<file path="config.mk">
export PLATFORM = sky130hd
export DESIGN_NAME = usb_fs_rx_frontend
export DESIGN_NICKNAME = d
export VERILOG_FILES = /design/src/rtl/usb_fs_rx_pkg.sv /design/src/rtl/usb_fs_rx_dpll.sv /design/src/rtl/usb_fs_rx_frontend.sv
export SDC_FILE = /design/constraint.sdc
export NUM_CORES = 1
export LEC_CHECK = 0
export CAP_MARGIN = 10
export CORE_MARGIN = 8
export CORE_UTILIZATION = 25
export CTS_CLUSTER_DIAMETER = 80
export DETAILED_ROUTE_END_ITERATION = 10
export DONT_BUFFER_PORTS = 1
export GPL_TIMING_DRIVEN = 0
export PLACE_DENSITY = 0.41
export SETUP_SLACK_MARGIN = 0.2
export SYNTH_ARGS = -nofsm -noshare
export SYNTH_HDL_FRONTEND = slang
export SYNTH_SLANG_ARGS = --single-unit
</file>
<file path="constraint.sdc">
create_clock -name clk -period 2.45 [get_ports clk]
set_input_delay 0.3675 -clock clk [delete_from_list [all_inputs] [get_ports clk]]
set_output_delay 0.3675 -clock clk [all_outputs]
set_load 0.02 [all_outputs]
</file>
<file path="src/rtl/usb_fs_rx_pkg.sv">
// Shared encodings for the full-speed USB receive front-end:
// line states, receiver FSM states, bit-stuffing limit and the line decode.
package usb_fs_rx_pkg;

    localparam logic [1:0] LS_SE0 = 2'd0;
    localparam logic [1:0] LS_J   = 2'd1;
    localparam logic [1:0] LS_K   = 2'd2;
    localparam logic [1:0] LS_SE1 = 2'd3;

    localparam int MAX_ONES               = 6;
    localparam int DEFAULT_SYNC_MIN_ZEROS = 3;

    typedef enum logic [2:0] {
        ST_IDLE,
        ST_SYNC,
        ST_DATA,
        ST_EOP,
        ST_ABORT
    } rx_state_t;

    function automatic logic [1:0] decode_line(input logic p, input logic n);
        logic [1:0] ls;
        unique case ({p, n})
            2'b10:   ls = LS_J;
            2'b01:   ls = LS_K;
            2'b00:   ls = LS_SE0;
            default: ls = LS_SE1;
        endcase
        return ls;
    endfunction

endpackage

</file>
<file path="src/rtl/usb_fs_rx_dpll.sv">
// Line synchroniser, line-state decode and 4x-oversampling bit-clock recovery.
// Emits one registered sample per bit, taken one clock after the phase realigns.
module usb_fs_rx_dpll
    import usb_fs_rx_pkg::*;
#(
    parameter int SYNC_STAGES = 2
) (
    input  logic       clk,
    input  logic       reset_n,
    input  logic       usb_p_rx,
    input  logic       usb_n_rx,
    output logic [1:0] line_state,
    output logic       sample_valid,
    output logic [1:0] sample_state
);

    logic [SYNC_STAGES-1:0] p_sync;
    logic [SYNC_STAGES-1:0] n_sync;
    logic [1:0]             ls_next;
    logic [1:0]             phase;

    assign ls_next = decode_line(p_sync[SYNC_STAGES-1], n_sync[SYNC_STAGES-1]);

    // NOTE: all state here uses non-blocking assignments so every flop samples
    // the pre-edge value of its neighbour, which is what makes the chain a chain.
    always_ff @(posedge clk or negedge reset_n) begin
        if (!reset_n) begin
            p_sync       <= '1;
            n_sync       <= '0;
            line_state   <= LS_J;
            phase        <= 2'd0;
            sample_valid <= 1'b0;
            sample_state <= LS_J;
        end else begin
            p_sync     <= {p_sync[SYNC_STAGES-2:0], usb_p_rx};
            n_sync     <= {n_sync[SYNC_STAGES-2:0], usb_n_rx};
            line_state <= ls_next;
            // Phase is zero in the first clock of every new level, so the
            // sample lands in its second clock and survives a 3-clock bit.
            phase        <= (ls_next != line_state) ? 2'd0 : phase + 2'd1;
            sample_valid <= (phase == 2'd1);
            if (phase == 2'd1) begin
                sample_state <= line_state;
            end
        end
    end

endmodule

</file>
<file path="src/rtl/usb_fs_rx_frontend.sv">
// Full-speed USB receive front-end: NRZI decode, bit unstuffing, packet
// framing FSM and bus-reset detection on top of the recovered bit samples.
module usb_fs_rx_frontend
    import usb_fs_rx_pkg::*;
#(
    parameter int SYNC_STAGES    = 2,
    parameter int RESET_CYCLES   = 120,
    parameter int SYNC_MIN_ZEROS = DEFAULT_SYNC_MIN_ZEROS
) (
    input  logic       clk,
    input  logic       reset_n,
    input  logic       usb_p_rx,
    input  logic       usb_n_rx,
    output logic [1:0] line_state,
    output logic       pkt_start,
    output logic [7:0] rx_data,
    output logic       rx_valid,
    output logic       pkt_end,
    output logic       rx_err,
    output logic       bus_reset
);

    localparam int SE0_W = $clog2(RESET_CYCLES + 1);

    logic             sample_valid;
    logic [1:0]       sample_state;
    logic [1:0]       prev_sample;
    logic             decoded_bit;

    rx_state_t        state, state_n;
    logic [2:0]       zero_cnt, zero_cnt_n;
    logic [7:0]       shift, shift_n;
    logic [2:0]       bit_cnt, bit_cnt_n;
    logic [2:0]       ones_cnt, ones_cnt_n;
    logic [7:0]       rx_data_n;
    logic             start_n, valid_n, end_n, err_n;
    logic [SE0_W-1:0] se0_cnt;

    usb_fs_rx_dpll #(
        .SYNC_STAGES (SYNC_STAGES)
    ) u_dpll (
        .clk          (clk),
        .reset_n      (reset_n),
        .usb_p_rx     (usb_p_rx),
        .usb_n_rx     (usb_n_rx),
        .line_state   (line_state),
        .sample_valid (sample_valid),
        .sample_state (sample_state)
    );

    // NRZI: an unchanged level is a 1, a transition is a 0.
    assign decoded_bit = (sample_state == prev_sample);

    // NOTE: every signal this block drives gets a default before any branch,
    // otherwise an uncovered path would hold its old value and infer a latch.
    always_comb begin
        state_n    = state;
        zero_cnt_n = zero_cnt;
        shift_n    = shift;
        bit_cnt_n  = bit_cnt;
        ones_cnt_n = ones_cnt;
        rx_data_n  = rx_data;
        start_n    = 1'b0;
        valid_n    = 1'b0;
        end_n      = 1'b0;
        err_n      = 1'b0;
        if (sample_valid) begin
            unique case (state)
                ST_IDLE: begin
                    if (sample_state == LS_K) begin
                        state_n    = ST_SYNC;
                        zero_cnt_n = 3'd1;
                    end
                end
                ST_SYNC: begin
                    if (sample_state == LS_SE0 || sample_state == LS_SE1) begin
                        state_n = ST_IDLE;
                    end else if (!decoded_bit) begin
                        if (zero_cnt != 3'd7) zero_cnt_n = zero_cnt + 3'd1;
                    end else if (int'(zero_cnt) >= SYNC_MIN_ZEROS) begin
                        state_n    = ST_DATA;
                        start_n    = 1'b1;
                        bit_cnt_n  = 3'd0;
                        ones_cnt_n = 3'd0;
                    end else begin
                        state_n = ST_IDLE;
                    end
                end
                ST_DATA: begin
                    if (sample_state == LS_SE0) begin
                        state_n = ST_EOP;
                        err_n   = (bit_cnt != 3'd0);
                    end else if (sample_state == LS_SE1) begin
                        state_n = ST_ABORT;
                        err_n   = 1'b1;
                    end else if (int'(ones_cnt) == MAX_ONES) begin
                        // This bit must be the stuffed 0; a 1 is a stuff error.
                        if (decoded_bit) begin
                            state_n = ST_ABORT;
                            err_n   = 1'b1;
                        end else begin
                            ones_cnt_n = 3'd0;
                        end
                    end else begin
                        shift_n    = {decoded_bit, shift[7:1]};
                        bit_cnt_n  = bit_cnt + 3'd1;
                        ones_cnt_n = decoded_bit ? ones_cnt + 3'd1 : 3'd0;
                        if (bit_cnt == 3'd7) begin
                            rx_data_n = shift_n;
                            valid_n   = 1'b1;
                        end
                    end
                end
                ST_EOP: begin
                    if (sample_state == LS_J) begin
                        state_n = ST_IDLE;
                        end_n   = 1'b1;
                    end else if (sample_state != LS_SE0) begin
                        state_n = ST_ABORT;
                        err_n   = 1'b1;
                    end
                end
                ST_ABORT: begin
                    if (sample_state == LS_J) begin
                        state_n = ST_IDLE;
                        end_n   = 1'b1;
                    end
                end
                default: state_n = ST_IDLE;
            endcase
        end
    end

    always_ff @(posedge clk or negedge reset_n) begin
        if (!reset_n) begin
            state       <= ST_IDLE;
            prev_sample <= LS_J;
            zero_cnt    <= 3'd0;
            shift       <= 8'd0;
            bit_cnt     <= 3'd0;
            ones_cnt    <= 3'd0;
            rx_data     <= 8'd0;
            pkt_start   <= 1'b0;
            rx_valid    <= 1'b0;
            pkt_end     <= 1'b0;
            rx_err      <= 1'b0;
        end else begin
            state    <= state_n;
            zero_cnt <= zero_cnt_n;
            shift    <= shift_n;
            bit_cnt  <= bit_cnt_n;
            ones_cnt <= ones_cnt_n;
            rx_data  <= rx_data_n;
            pkt_start <= start_n;
            rx_valid  <= valid_n;
            pkt_end   <= end_n;
            rx_err    <= err_n;
            if (sample_valid) prev_sample <= sample_state;
        end
    end

    // se0_cnt holds the SE0 clocks already seen, so the output rises in the
    // RESET_CYCLES-th SE0 clock and drops in the first clock that is not SE0.
    always_ff @(posedge clk or negedge reset_n) begin
        if (!reset_n) begin
            se0_cnt <= '0;
        end else if (line_state != LS_SE0) begin
            se0_cnt <= '0;
        end else if (se0_cnt != SE0_W'(RESET_CYCLES - 1)) begin
            se0_cnt <= se0_cnt + 1'b1;
        end
    end

    assign bus_reset = (line_state == LS_SE0) && (se0_cnt == SE0_W'(RESET_CYCLES - 1));

endmodule

</file>
Word level (Yosys, flattened, before mapping):

Cells that the tools add are included.

* flip-flop bits (word level): 52
* input port bits: 4
* output and inout port bits: 15

* add/sub/neg operators: 5
* order comparisons: 1
* eq/ne operators: 32
* mux-type cells: 55
* bitwise logic cells: 3
* reductions and logical operators: 19

Operators by type and width (number)
* two-way mux 3 bit: 24
* two-way mux 1 bit: 21
* != test 2 bit, second input constant: 10
* one-hot mux 3 bit (2 select lines): 3
* AND reduction 8 bit: 2
* one-hot mux 3 bit (5 select lines): 1
* two-way mux 7 bit: 2
* != test 3 bit, second input constant: 4
* AND reduction 6 bit: 2
* nonzero test 2 bit: 5
* adder 3 x 1 -> 3 bit, second input constant: 3
* == test 3 x 2 -> 1 bit, second input constant: 3
* != test 4 bit, second input constant: 2
* adder 7 x 1 -> 7 bit, second input constant: 1
* == test 7 bit, second input constant: 1
* != test 7 bit, second input constant: 1
* AND reduction 7 bit: 1
* == test 2 x 1 -> 1 bit, second input constant: 3
* == test 2 bit, second input constant: 3
* == test 3 bit, second input constant: 2
* logical NOT 2 bit: 3
* one-hot mux 2 bit (3 select lines): 1
* AND reduction 5 bit: 1
* two-way mux 2 bit: 2
* 12 further kinds: 14

Logic depth before layout (Yosys ltp):

Gate-level depths: netlist of the first run.

* depth after elaboration: 7
* gate-level depth with buffers: 7
* gate-level depth less buffers: 6

Hierarchy:

Synthesis of the first run repeated with hierarchy kept, for this count alone.

* cell total of the unflattened synthesis: 214
* area total of the unflattened synthesis: 2597.5 µm²

By module, submodules not included
* usb_fs_rx_frontend: instances 1, cells an instance 193, area each 2243.4 µm², seq. area each 1002.2 µm²
* usb_fs_rx_dpll: instances 1, cells an instance 21, area each 354.1 µm², seq. area each 280.3 µm²

Worst setup path before layout of the first run:

No wires, ideal clock.

* kind: register to register
* start point: register u_dpll.sample_state[0]
* end point: register state[0]
* setup time: 125 ps
* data arrival time: 2014 ps
* setup slack: 311 ps
* cell stages (with the launch flop): 7
* period minus slack after synthesis: 2139 ps
* cell sequence: dfstp_2 -> inv_1 -> ha_1 -> nor3_1 -> a21oi_1 -> o311ai_1 -> mux2_2

* longest elaborated chain between the ends: 4
* elaborated cells on any way between the ends: 19
* those cells by class: eq/ne (10); mux (5); reduce/logical (4)

RTL lines
* start, declared: RTL line usb_fs_rx_dpll.sv:14 `output logic [1:0] sample_state`
* start signal, assigned: RTL line usb_fs_rx_dpll.sv:43 `sample_state <= line_state;`
* == test 2 bit or logical NOT 2 bit (tied branches): RTL line usb_fs_rx_frontend.sv:76, usb_fs_rx_frontend.sv:93, usb_fs_rx_frontend.sv:90
* two-way mux 3 bit or logical OR 1 bit (tied branches): RTL line usb_fs_rx_frontend.sv:93, usb_fs_rx_frontend.sv:76
* two-way mux 3 bit (tied with other cells): RTL line usb_fs_rx_frontend.sv:90 `if (sample_state == LS_SE0) begin`
* one-hot mux 3 bit (5 select lines) or AND reduction 7 bit (tied branches)
* end signal, assigned: RTL line usb_fs_rx_frontend.sv:148 `state <= state_n;`
* end, declared: RTL line usb_fs_rx_frontend.sv:30 `rx_state_t state, state_n;`

Several ways; a longest one is shown, not always the timed one.
A chain may end at the register's enable or synchronous reset.

Final worst setup path of the first run:

* start point: register u_dpll.sample_state[0]
* end point: register rx_data[3]

* longest elaborated chain between the ends: 3
* elaborated cells on any way between the ends: 5
* those cells by class: eq/ne (1); bitwise (2); reduce/logical (2)

RTL lines
* == test 2 bit or logical NOT 2 bit (tied branches): RTL line usb_fs_rx_frontend.sv:93, usb_fs_rx_frontend.sv:90
* NOT 1 bit (no line)
* AND reduction 6 bit (no line) (*)
* end signal, assigned: RTL line usb_fs_rx_frontend.sv:153 `rx_data <= rx_data_n;`
* end, declared: RTL line usb_fs_rx_frontend.sv:16 `output logic [7:0] rx_data,`

Every way passes the cells marked *; elsewhere a longest branch is shown, timed or not.

==> out/results.tsv, run 1 <==
stage	metric	value	unit
global_route	grt_max_degree	52	
critical_path	critPathMaxFanout	9	
critical_path	cp-start-kind	flip-flop	
die	die_h	115	um
sta	grt_setup_unrepaired	true	
placement	post-place-ws	0.00947	ns
route	drc	0	
die	placementRows	36	
finish	antenna_cells	0	
sta	final_max_slew_viol_count	0	
critical_path	path_delay_family	simple AND/OR/NAND/NOR gates	
clocking	insertion_delay	0.31	ns
die	start_util	25.5	%
placement	port_buffers	0	
yosys	synthesis.instances	208	
yosys	netlist_area	2460	um^2
route	vias	1548	
critical_path	cp.arrival	2.38	ns
route	dr.pass1.iters	4	
sta	maxClockFrequency	459	MHz
route	ant_nets	0	
route	avgViaCountPerCell	4.32	
yosys	synth_cell_types	43	
yosys	synth.yosys.seq_area_share	52.0	%
die	coreArea	9680	um^2
run	cap_violations	0	
finish	fin_cells	358	
global_route	antenna_found_initial	0	
worst_hold_path	hold_path_class	in2reg	
placement	dp_cells	341	
global_route	grt_pass1_wl	7680	um
sta	setup_viol	0	
route	drt_iter0_drc	44	
finish	drive_gt1_share	26.7	%
sta	finClkSkew	0.0117	ns
outcome	outcome	finished, final reports clean	
power_and_ir_drop	ir_drop	0.301	mV
global_route	grt_usage	7.48	%
yosys	ys_seq_elements	51	
clocking	clock_path_buffers	2	
finish	nNetsFinal	243	
sta	worst_pin_slew	0.579	ns
die	die-area	13300	um^2
sta	layout_worst_path_cycle_share	89.0	%
yosys	synth_nets	227	
sta	slew_headroom	61.1	%
clocking	cts_tree	yes	
clocking	cts_root_buf	clkbuf_8	
critical_path	crit_buf_inv	2	
yosys	synth.yosys.warnings	0	
power_and_ir_drop	powerDensity	852	nW/um^2
placement	hpwl	3180	um
route	wl_per_cell	13.1	um
finish	layout_common_cells	46 x dfrtp_1, 14 x nand2_1, 14 x ha_1	
sta	finalSetupTns	0	ns
global_route	first_global_vias	1512	
critical_path	end_kind	flip-flop	
sta	fin_crit	2.18	ns
global_route	overflow	0	
yosys	synth_top_area_share	46.7	%
yosys	syn_avg_cell_area	11.9	um^2
die	die_w	115	um
finish	n_fill_cell	993	
sta	setup_slack	0.269	ns
clocking	h-tree-depth	2	
yosys	synth.top_cells.by_area	dfrtp_1 47%, ha_1 7.6%, mux2_2 5.5%, dfstp_2 5.3%, mux2_4 4.9%	
clocking	path_clk_slew	0.10	ns
critical_path	critical_path_class	reg2reg	
critical_path	crit_path_cell_trace	inv_1 > ha_1 > nor2_2 > nand2_1 > or3_1 > buf_6 > mux2_4	
yosys	yosys.area.top_type	dfrtp_1	
sta	hold_viol_final	0	
finish	final_common_cell	dfrtp_1	
critical_path	cp.required	2.65	ns
critical_path	critPathMaxStageDelay	0.57	ns
finish	area_growth	19.7	%
power_and_ir_drop	p_leak	1.33	nW
clocking	cts_sinks	51	
critical_path	slowest_stage	dfstp_2	
clocking	cts_made_buffers	5	
route	wl	4670	um
die	io_pins	19	
placement	gp_congestion	0.730	
## worst paths after layout
| path | from | endpoint | slack (ns) | cells past startpoint |
|---|---|---|---|---|
| min reg2reg | u_dpll.n_sync[0] | u_dpll.n_sync[1] | 0.36 | 0 |
| max in group asynchronous | reset_n | u_dpll.p_sync[0] | 1.60 | 2 |
| max reg2reg | u_dpll.sample_state[0] | rx_data[3] | 0.27 | 7 |
| min in group asynchronous | reset_n | state[0] | 0.55 | 2 |
| min | usb_p_rx | u_dpll.p_sync[0] | 0.05 | 0 |
| max | u_dpll.sample_state[0] | rx_data[3] | 0.27 | 7 |
## logic make-up (layout without fill, tap and decap cells)
| logic type | count (synthesis) | count (layout) | share of synthesized area [%] |
|---|---|---|---|
| compound gates | 23 | 23 | 6.40 |
| xor+xnor | 7 | 7 | 2.49 |
| fa+ha+maj | 15 | 15 | 7.61 |
| buf+inv | 22 | 39 | 4.16 |
| flops | 51 | 51 | 52.0 |
| mux | 29 | 29 | 14.0 |
| simple gates | 61 | 61 | 13.3 |
## report_power, final
| group | total, W | internal [W] | switching (W) |
|---|---|---|---|
| Combinational | 0.000782 | 0.000346 | 0.000436 |
| Sequential | 0.00103 | 0.000945 | 0.0000831 |
| Clock | 0.000706 | 0.000407 | 0.000298 |
| Total | 0.00252 | 0.00170 | 0.000817 |
## cell type report
| type | instances | area (um^2) | area share [%] |
|---|---|---|---|
| plain buffers | 9 | 53.8 | 1.82 |
| clock buffers | 5 | 68.8 | 2.33 |
| clock inverters | 3 | 67.6 | 2.29 |
| inverters | 13 | 48.8 | 1.65 |
| multi-input cells | 135 | 1170 | 39.7 |
| flip-flops and latches | 51 | 1280 | 43.5 |
| well taps | 133 | 166 | 5.64 |
| repair buffers | 9 | 90.1 | 3.05 |
## per-layer routing
| metal | vias to the layer above | global-route usage [%] | routed length, um |
|---|---|---|---|
| li1 | 752 | - | - |
| met1 | 769 | 9.73 | 2390 |
| met2 | 19 | 10.8 | 1970 |
| met3 | 8 | 2.57 | 211 |
| met4 | 0 | 3.50 | 98 |
| met5 | - | 0 | 0 |
## per-stage QoR
| stage | util, % | hold slack [ns] | total power, W | area, um^2 |
|---|---|---|---|---|
| 4_1_cts | 29.9 | 0.0394 | 0.00249 | 2900 |
| 5_1_grt | 30.5 | 0.0213 | 0.00268 | 2950 |
| 6_report | 30.5 | 0.0530 | 0.00252 | 2950 |
| 3_5_place_dp | 27.2 | 0.0768 | 0.00168 | 2630 |
| 3_3_place_gp | 27.2 | 0.0762 | 0.00168 | 2630 |
| 2_1_floorplan | - | 0.0719 | 0.00153 | 2460 |
## state kept, by name (all words and copies together) (netlist names)
register and flops:
pkt_end 1, state 3, prev_sample 2, u_dpll.sample_valid 1
shift 7, pkt_start 1, u_dpll.line_state 2, u_dpll.n_sync 2
u_dpll.p_sync 2, rx_err 1, zero_cnt 3, ones_cnt 3
se0_cnt 7, rx_data 8, rx_valid 1, u_dpll.sample_state 2
u_dpll.phase 2, bit_cnt 3
## Yosys cell counts, drive strengths merged
| cell | number |
|---|---|
| and3b | 1 |
| buf | 4 |
| a311oi | 1 |
| a2bb2oi | 1 |
| nor2 | 12 |
| nor4b | 1 |
| nor4bb | 1 |
| a2111oi | 1 |
| inv | 13 |
| nand4bb | 1 |
| nand2 | 15 |
| o21ai | 6 |
| mux2 | 20 |
| nor2b | 2 |
| nor3b | 1 |
| and3 | 2 |
| o22ai | 1 |
| o31ai | 1 |
| ha | 15 |
| or3 | 4 |
| xnor2 | 2 |
| mux2i | 9 |
| xor2 | 5 |
| dfstp | 5 |
| o31a | 1 |
| or2 | 2 |
| nand3b | 1 |
| a211o | 1 |
| nand2b | 1 |
| dfrtp | 46 |
| nand4 | 2 |
| nand3 | 7 |
| o41ai | 2 |
| a22oi | 1 |
| o311ai | 1 |
| nor4 | 2 |
| nor3 | 6 |
| a21oi | 6 |
| clkbuf | 5 |
## worst register-to-register path, cell delays in order, from the launching register on
cell     delay, ns
dfstp_2       0.57
inv_1         0.11
ha_1          0.33
nor2_2        0.21
nand2_1       0.07
or3_1         0.32
buf_6         0.17
mux2_4        0.30
## repair_timing
| item | 4_1_cts | 5_1_grt |
|---|---|---|
| cloned | 0 | 0 |
| setup buffers | 3 | 4 |
| pin swaps | 4 | 6 |
| endpoints found under the setup margin | 10 | 23 |
| hold buffers | 2 | 0 |
| resized for setup | 9 | 5 |
| hold endpoints to repair | 51 | 0 |
Note: power is estimated with default switching activity, not from simulation.
==> run 2: changes to the inputs <==
- CORE_MARGIN: 8 -> 2
- CTS_BUF_LIST: default -> sky130_fd_sc_hd__clkbuf_8 sky130_fd_sc_hd__clkbuf_16
==> out/results.tsv, run 2 (synthesis results as in run 1) <==
stage	metric	value	unit	change
critical_path	cp.arrival	2.33	ns	-0.05 ns
clocking	cts_sinks	51		unchanged
finish	post-route-util	29.8	%	-0.66 points
finish	drive_gt1_share	26.6	%	-0.090 points
critical_path	slowest_stage	dfstp_2		
critical_path	cp-start-kind	flip-flop		
sta	setup_viol	0		unchanged
route	wl	4450	um	-4.9%
sta	fin_crit	2.12	ns	-0.0597 ns
global_route	grt_usage	8.94	%	+1.5 points
critical_path	crit_path_cell_trace	inv_2 > ha_1 > nor3_2 > a21oi_1 > o311ai_2 > mux2_2		
finish	antenna_cells	0		unchanged
power_and_ir_drop	p_leak	1.29	nW	-2.8%
finish	largestRegisters	rx_data: 8 flops, se0_cnt: 7 flops, shift: 7 flops		
critical_path	cp.required	2.66	ns	about the same
sta	final_max_slew_viol_count	0		unchanged
sta	worst_pin_slew	0.620	ns	+0.0411 ns
clocking	insertion_delay	0.31	ns	about the same
global_route	overflow	0		unchanged
sta	layout_worst_path_cycle_share	86.6	%	-2.4 points
die	coreArea	9680	um^2	unchanged
route	wl_met3	158	um	-25%
finish	stdcell_area	2890	um^2	-2.2%
worst_hold_path	hold_path_class	in2reg		
route	vias	1531		-1.1%
route	dr.pass1.iters	4		unchanged
finish	nNetsFinal	240		-1.2%
die	die-area	10700	um^2	-20%
power_and_ir_drop	powerDensity	797	nW/um^2	-6.5%
clocking	h-tree-depth	2		unchanged
critical_path	critPathMaxStageDelay	0.57	ns	about the same
finish	largest_reg_flops	8		unchanged
die	die_h	103	um	-10%
die	start_util	25.5	%	unchanged
clocking	cts_made_buffers	5		unchanged
critical_path	crit_start	u_dpll.sample_state[0]		
finish	multiInputGateArea	1170	um^2	unchanged
sta	grt_setup_unrepaired	false		
clocking	clock_path_buffers	2		unchanged
critical_path	end_kind	flip-flop		
placement	port_buffers	0		unchanged
worst_hold_path	min-delay-start	usb_p_rx		
critical_path	rr_startpoint	u_dpll.sample_state[0]		
critical_path	critPathMaxFanout	7		-2
finish	seq_area	1280	um^2	about the same
sta	maxClockFrequency	471	MHz	+2.8%
route	drt_iter0_drc	42		-4.5%
finish	n_fill_cell	981		-1.2%
outcome	outcome	finished, final reports clean		
placement	placed_area	2630	um^2	unchanged
placement	gp_congestion	0.726		-0.49%
sta	hold_viol_final	0		unchanged
finish	top_register	rx_data		
global_route	antenna_found_initial	0		unchanged
sta	holdWs	0.0500	ns	-0.00300 ns
critical_path	critical_path_class	reg2reg		
placement	hpwl	3000	um	-5.6%
die	die_w	103	um	-10%
global_route	grt_pass1_wl	7480	um	-2.6%
route	drc	0		unchanged
finish	area_growth	17.1	%	
route	topRoutingLayerUsed	met4		
placement	dp_cells	341		unchanged
sta	finClkSkew	0.0155	ns	+0.00377 ns
global_route	first_global_vias	1510		-0.13%
global_route	grt_max_degree	52		unchanged
route	ant_nets	0		unchanged
power_and_ir_drop	ir_drop	0.269	mV	-10%
clocking	cts_root_buf	clkbuf_8		
finish	layout_common_cells	45 x dfrtp_1, 14 x nand2_1, 14 x ha_1		
finish	final_common_cell	dfrtp_1		
route	m1WireLength	2290	um	-4.6%
route	avgViaCountPerCell	4.31		-0.26%
run	cap_violations	0		unchanged
die	placementRows	36		unchanged
die	io_pins	19		unchanged
route	wl_met2	1960	um	-0.41%
power_and_ir_drop	total_power	0.00230	W	-8.6%
clocking	path_clk_slew	0.10	ns	about the same
clocking	cts_tree	yes		
sta	slew_headroom	58.3	%	-2.8 points
route	wl_per_cell	12.5	um	-4.1%
finish	fin_cells	355		-0.84%
run 2: changes by cell type in the layout (fill, tap and decap cells not counted):
cell	change
buf_4	-3
bufinv_16	-2
clkinv_4	+2
dfrtp_1	-1
dfrtp_2	+1
inv_1	-1
inv_2	+1
o21ai_0	+1
o21ai_1	-1
run 2: metal layers:
layer,track usage (%),vias to the layer above
met1,12.5,752
met4,2.73,0
met3,2.69,5
li1,-,750
met2,13.3,24
met5,0,-
run 2: path summary, 6_finish.rpt:
check,end,slack (ns),depth (start not counted)
worst max-delay path,state[0],0.33,6
worst min-delay path,u_dpll.p_sync[0],0.05,0
worst max register to register,state[0],0.33,6
worst min register to register,u_dpll.n_sync[1],0.36,0
max in group asynchronous,prev_sample[0],1.59,2
min in group asynchronous,state[2],0.55,2
run 2: area by class of cell:
cell class                      count  share of cell area, %
Sequential cell                    51                   44.5
Inverter                           13                   1.69
Clock buffer                        5                   2.38
Buffer                              9                   1.86
Timing Repair Buffer                6                   2.34
Tap cell                          133                   5.77
Multi-Input combinational cell    135                   40.6
Clock inverter                      3                  0.867
run 2: report_power, final:
part	leakage, nW	switching, W	total [W]	internal [W]
registers	0.674	0.0000827	0.00103	0.000946
logic	0.570	0.000428	0.000768	0.000339
clock network	0.0443	0.000299	0.000504	0.000205
run 2: worst max-delay path, delay by kind of cell (launching register included):
| kind | cells | cell delay, ns |
|---|---|---|
| and+or+nand+nor | 1 | 0.23 |
| DFF | 1 | 0.57 |
| buffers and inverters | 1 | 0.07 |
| adders and majority gates | 1 | 0.31 |
| muxes | 1 | 0.37 |
| AOI/OAI and AO/OA | 2 | 0.48 |
run 2: timing repair:
item	4_1_cts	5_1_grt
pin swaps	4	4
gates cloned	0	0
setup endpoints to repair	10	24
setup buffers	3	1
hold buffers	2	0
endpoints found under the hold margin	51	0
gates resized for setup	8	7
run 2: per-stage QoR:
stage               setup slack (ns)  TNS (ns)
finish                         0.329         0
global route                   0.210         0
CTS                            0.156         0
detailed placement          -0.00986  -0.00986
global placement             -0.0579   -0.0579
floorplan                      0.311         0
==> run 3: changes to the inputs <==
- CORE_UTILIZATION: 25 -> 43
- PLACE_DENSITY: 0.41 -> 0.61
==> out/results.tsv, run 3 (synthesis results as in run 1) <==
stage	metric	value	unit	change
outcome	outcome	finished, final reports clean		
placement	gp_congestion	0.825		+14%
sta	slew_headroom	60.1	%	+1.8 points
sta	maxClockFrequency	456	MHz	-3.4%
route	dr.pass1.iters	4		unchanged
finish	nNetsFinal	241		+0.42%
die	die_w	79.7	um	-23%
critical_path	crit_buf_inv	1		unchanged
clocking	clock_path_buffers	2		unchanged
global_route	overflow	0		unchanged
route	vias	1533		+0.13%
sta	layout_worst_path_cycle_share	89.6	%	+3.0 points
power_and_ir_drop	ir_drop	0.413	mV	+53%
global_route	first_global_vias	1467		-2.8%
critical_path	critPathMaxFanout	5		-2
route	drt_iter0_drc	94		+120%
finish	post-route-util	51.4	%	+22 points
critical_path	critical_path_class	reg2reg		
finish	layout_common_cells	46 x dfrtp_1, 14 x nand2_1, 14 x ha_1		
route	ant_nets	0		unchanged
critical_path	cp.required	2.64	ns	-0.02 ns
finish	top_register	rx_data		
critical_path	worst-r2r-cell-count	6		unchanged
finish	n_fill_cell	479		-51%
power_and_ir_drop	powerDensity	811	nW/um^2	+1.8%
sta	setup_viol	0		unchanged
critical_path	cp.arrival	2.38	ns	+0.05 ns
route	avgViaCountPerCell	5.20		+20%
critical_path	rrSetupSlack	0.25	ns	-0.07 ns
route	wl_per_cell	13.7	um	+9.5%
die	die_h	79.7	um	-23%
finish	area_growth	14.9	%	
critical_path	end_kind	flip-flop		
clocking	cts_made_buffers	5		unchanged
placement	placed_area	2550	um^2	-2.9%
critical_path	cp_num_cells	6		unchanged
die	start_util	44.8	%	+19 points
finish	antenna_cells	0		unchanged
placement	port_buffers	0		unchanged
clocking	cts_sinks	51		unchanged
global_route	grt_max_degree	52		unchanged
critical_path	path_delay_family	flip-flops		
critical_path	slowest_stage	dfstp_2		
die	coreArea	5510	um^2	-43%
clocking	cts_tree	yes		
critical_path	crit_path_cell_trace	inv_2 > ha_4 > nor4bb_4 > nand4bb_1 > a21oi_2 > mux2_2		
critical_path	critPathMaxStageDelay	0.59	ns	+0.02 ns
sta	hold_viol_final	0		unchanged
die	placementRows	27		-25%
global_route	grt_usage	13.7	%	+4.8 points
worst_hold_path	hold_path_class	in2reg		
route	drc	0		unchanged
critical_path	cp-start-kind	flip-flop		
finish	drive_gt1_share	26.5	%	-0.12 points
sta	worst_pin_slew	0.594	ns	-0.0261 ns
sta	final_max_slew_viol_count	0		unchanged
placement	hpwl	2720	um	-9.4%
power_and_ir_drop	p_leak	1.30	nW	+0.85%
clocking	path_clk_slew	0.09	ns	about the same
sta	grt_setup_unrepaired	false		
sta	fin_crit	2.20	ns	+0.0743 ns
sta	finalSetupTns	0	ns	unchanged
sta	finClkSkew	0.00764	ns	-0.00782 ns
sta	holdWs	0.0649	ns	+0.0149 ns
worst_hold_path	hold-path-cell-count	0		unchanged
run	cap_violations	0		unchanged
global_route	antenna_found_initial	0		unchanged
finish	largestRegisters	rx_data: 8 flops, se0_cnt: 7 flops, shift: 7 flops		
die	io_pins	19		unchanged
finish	final_common_cell	dfrtp_1		
clocking	h-tree-depth	2		unchanged
die	die-area	6350	um^2	-40%
finish	stdcell_area	2830	um^2	-1.9%
global_route	grt_pass1_wl	6840	um	-8.5%
clocking	insertion_delay	0.29	ns	-0.02 ns
finish	largest_reg_flops	8		unchanged
clocking	cts_root_buf	clkbuf_8		
route	wl	4050	um	-9.0%
[run 3: cell count changes in the layout (fill, tap and decap cells not counted), sizes merged]
cell	change
buf	+1
clkbuf	+1
clkinv	-1
[run 3: final timing paths]
path                                             start               end
worst max-delay path            u_dpll.sample_state[0]       ones_cnt[1]
worst min-delay path                          usb_p_rx  u_dpll.p_sync[0]
worst max register to register  u_dpll.sample_state[0]       ones_cnt[1]
worst min register to register        u_dpll.n_sync[0]  u_dpll.n_sync[1]
max in group asynchronous                      reset_n  u_dpll.p_sync[0]
min in group asynchronous                      reset_n       zero_cnt[1]
[run 3: repair_timing]
| action | in CTS | in global routing |
|---|---|---|
| endpoints found under the setup margin | 7 | 10 |
| hold buffers | 2 | 0 |
| hold endpoints to repair | 51 | 0 |
| pin swaps | 3 | 3 |
| cloned | 0 | 0 |
| buffers inserted | 3 | 2 |
| resized for setup | 7 | 8 |
[run 3: metal layers]
layer,vias to the layer above,wire (um),global-route usage (%),part of all wire (%)
met4,0,24,3.62,0.59
met1,761,2080,19.8,51
met3,2,115,3.73,2.8
met5,-,0,0,0
li1,752,-,-,-
met2,18,1820,20.4,45
[run 3: power breakdown]
| group | internal (W) | switching, W | total, W |
|---|---|---|---|
| Combinational | 0.000341 | 0.000426 | 0.000768 |
| Sequential | 0.000945 | 0.0000841 | 0.00103 |
| Clock | 0.000231 | 0.000270 | 0.000501 |
| Total | 0.00152 | 0.000781 | 0.00230 |
[run 3: per-stage QoR]
step                cells  setup slack (ns)  total power, W
floorplan             208             0.311         0.00153
global placement      280            0.0472         0.00165
detailed placement    280            0.0721         0.00166
CTS                   293             0.149         0.00226
global route          295             0.178         0.00244
finish                295             0.255         0.00230
[run 3: final cells by class]
class	count	area, um^2	area share (%)
clock buffer	6	82.6	2.92
clock inverter	2	16.3	0.574
buffer	9	53.8	1.90
multi-input combinational	135	1180	41.8
inverter	13	48.8	1.72
sequential	51	1280	45.3
tap	72	90.1	3.18
timing repair buffer	7	75.1	2.65
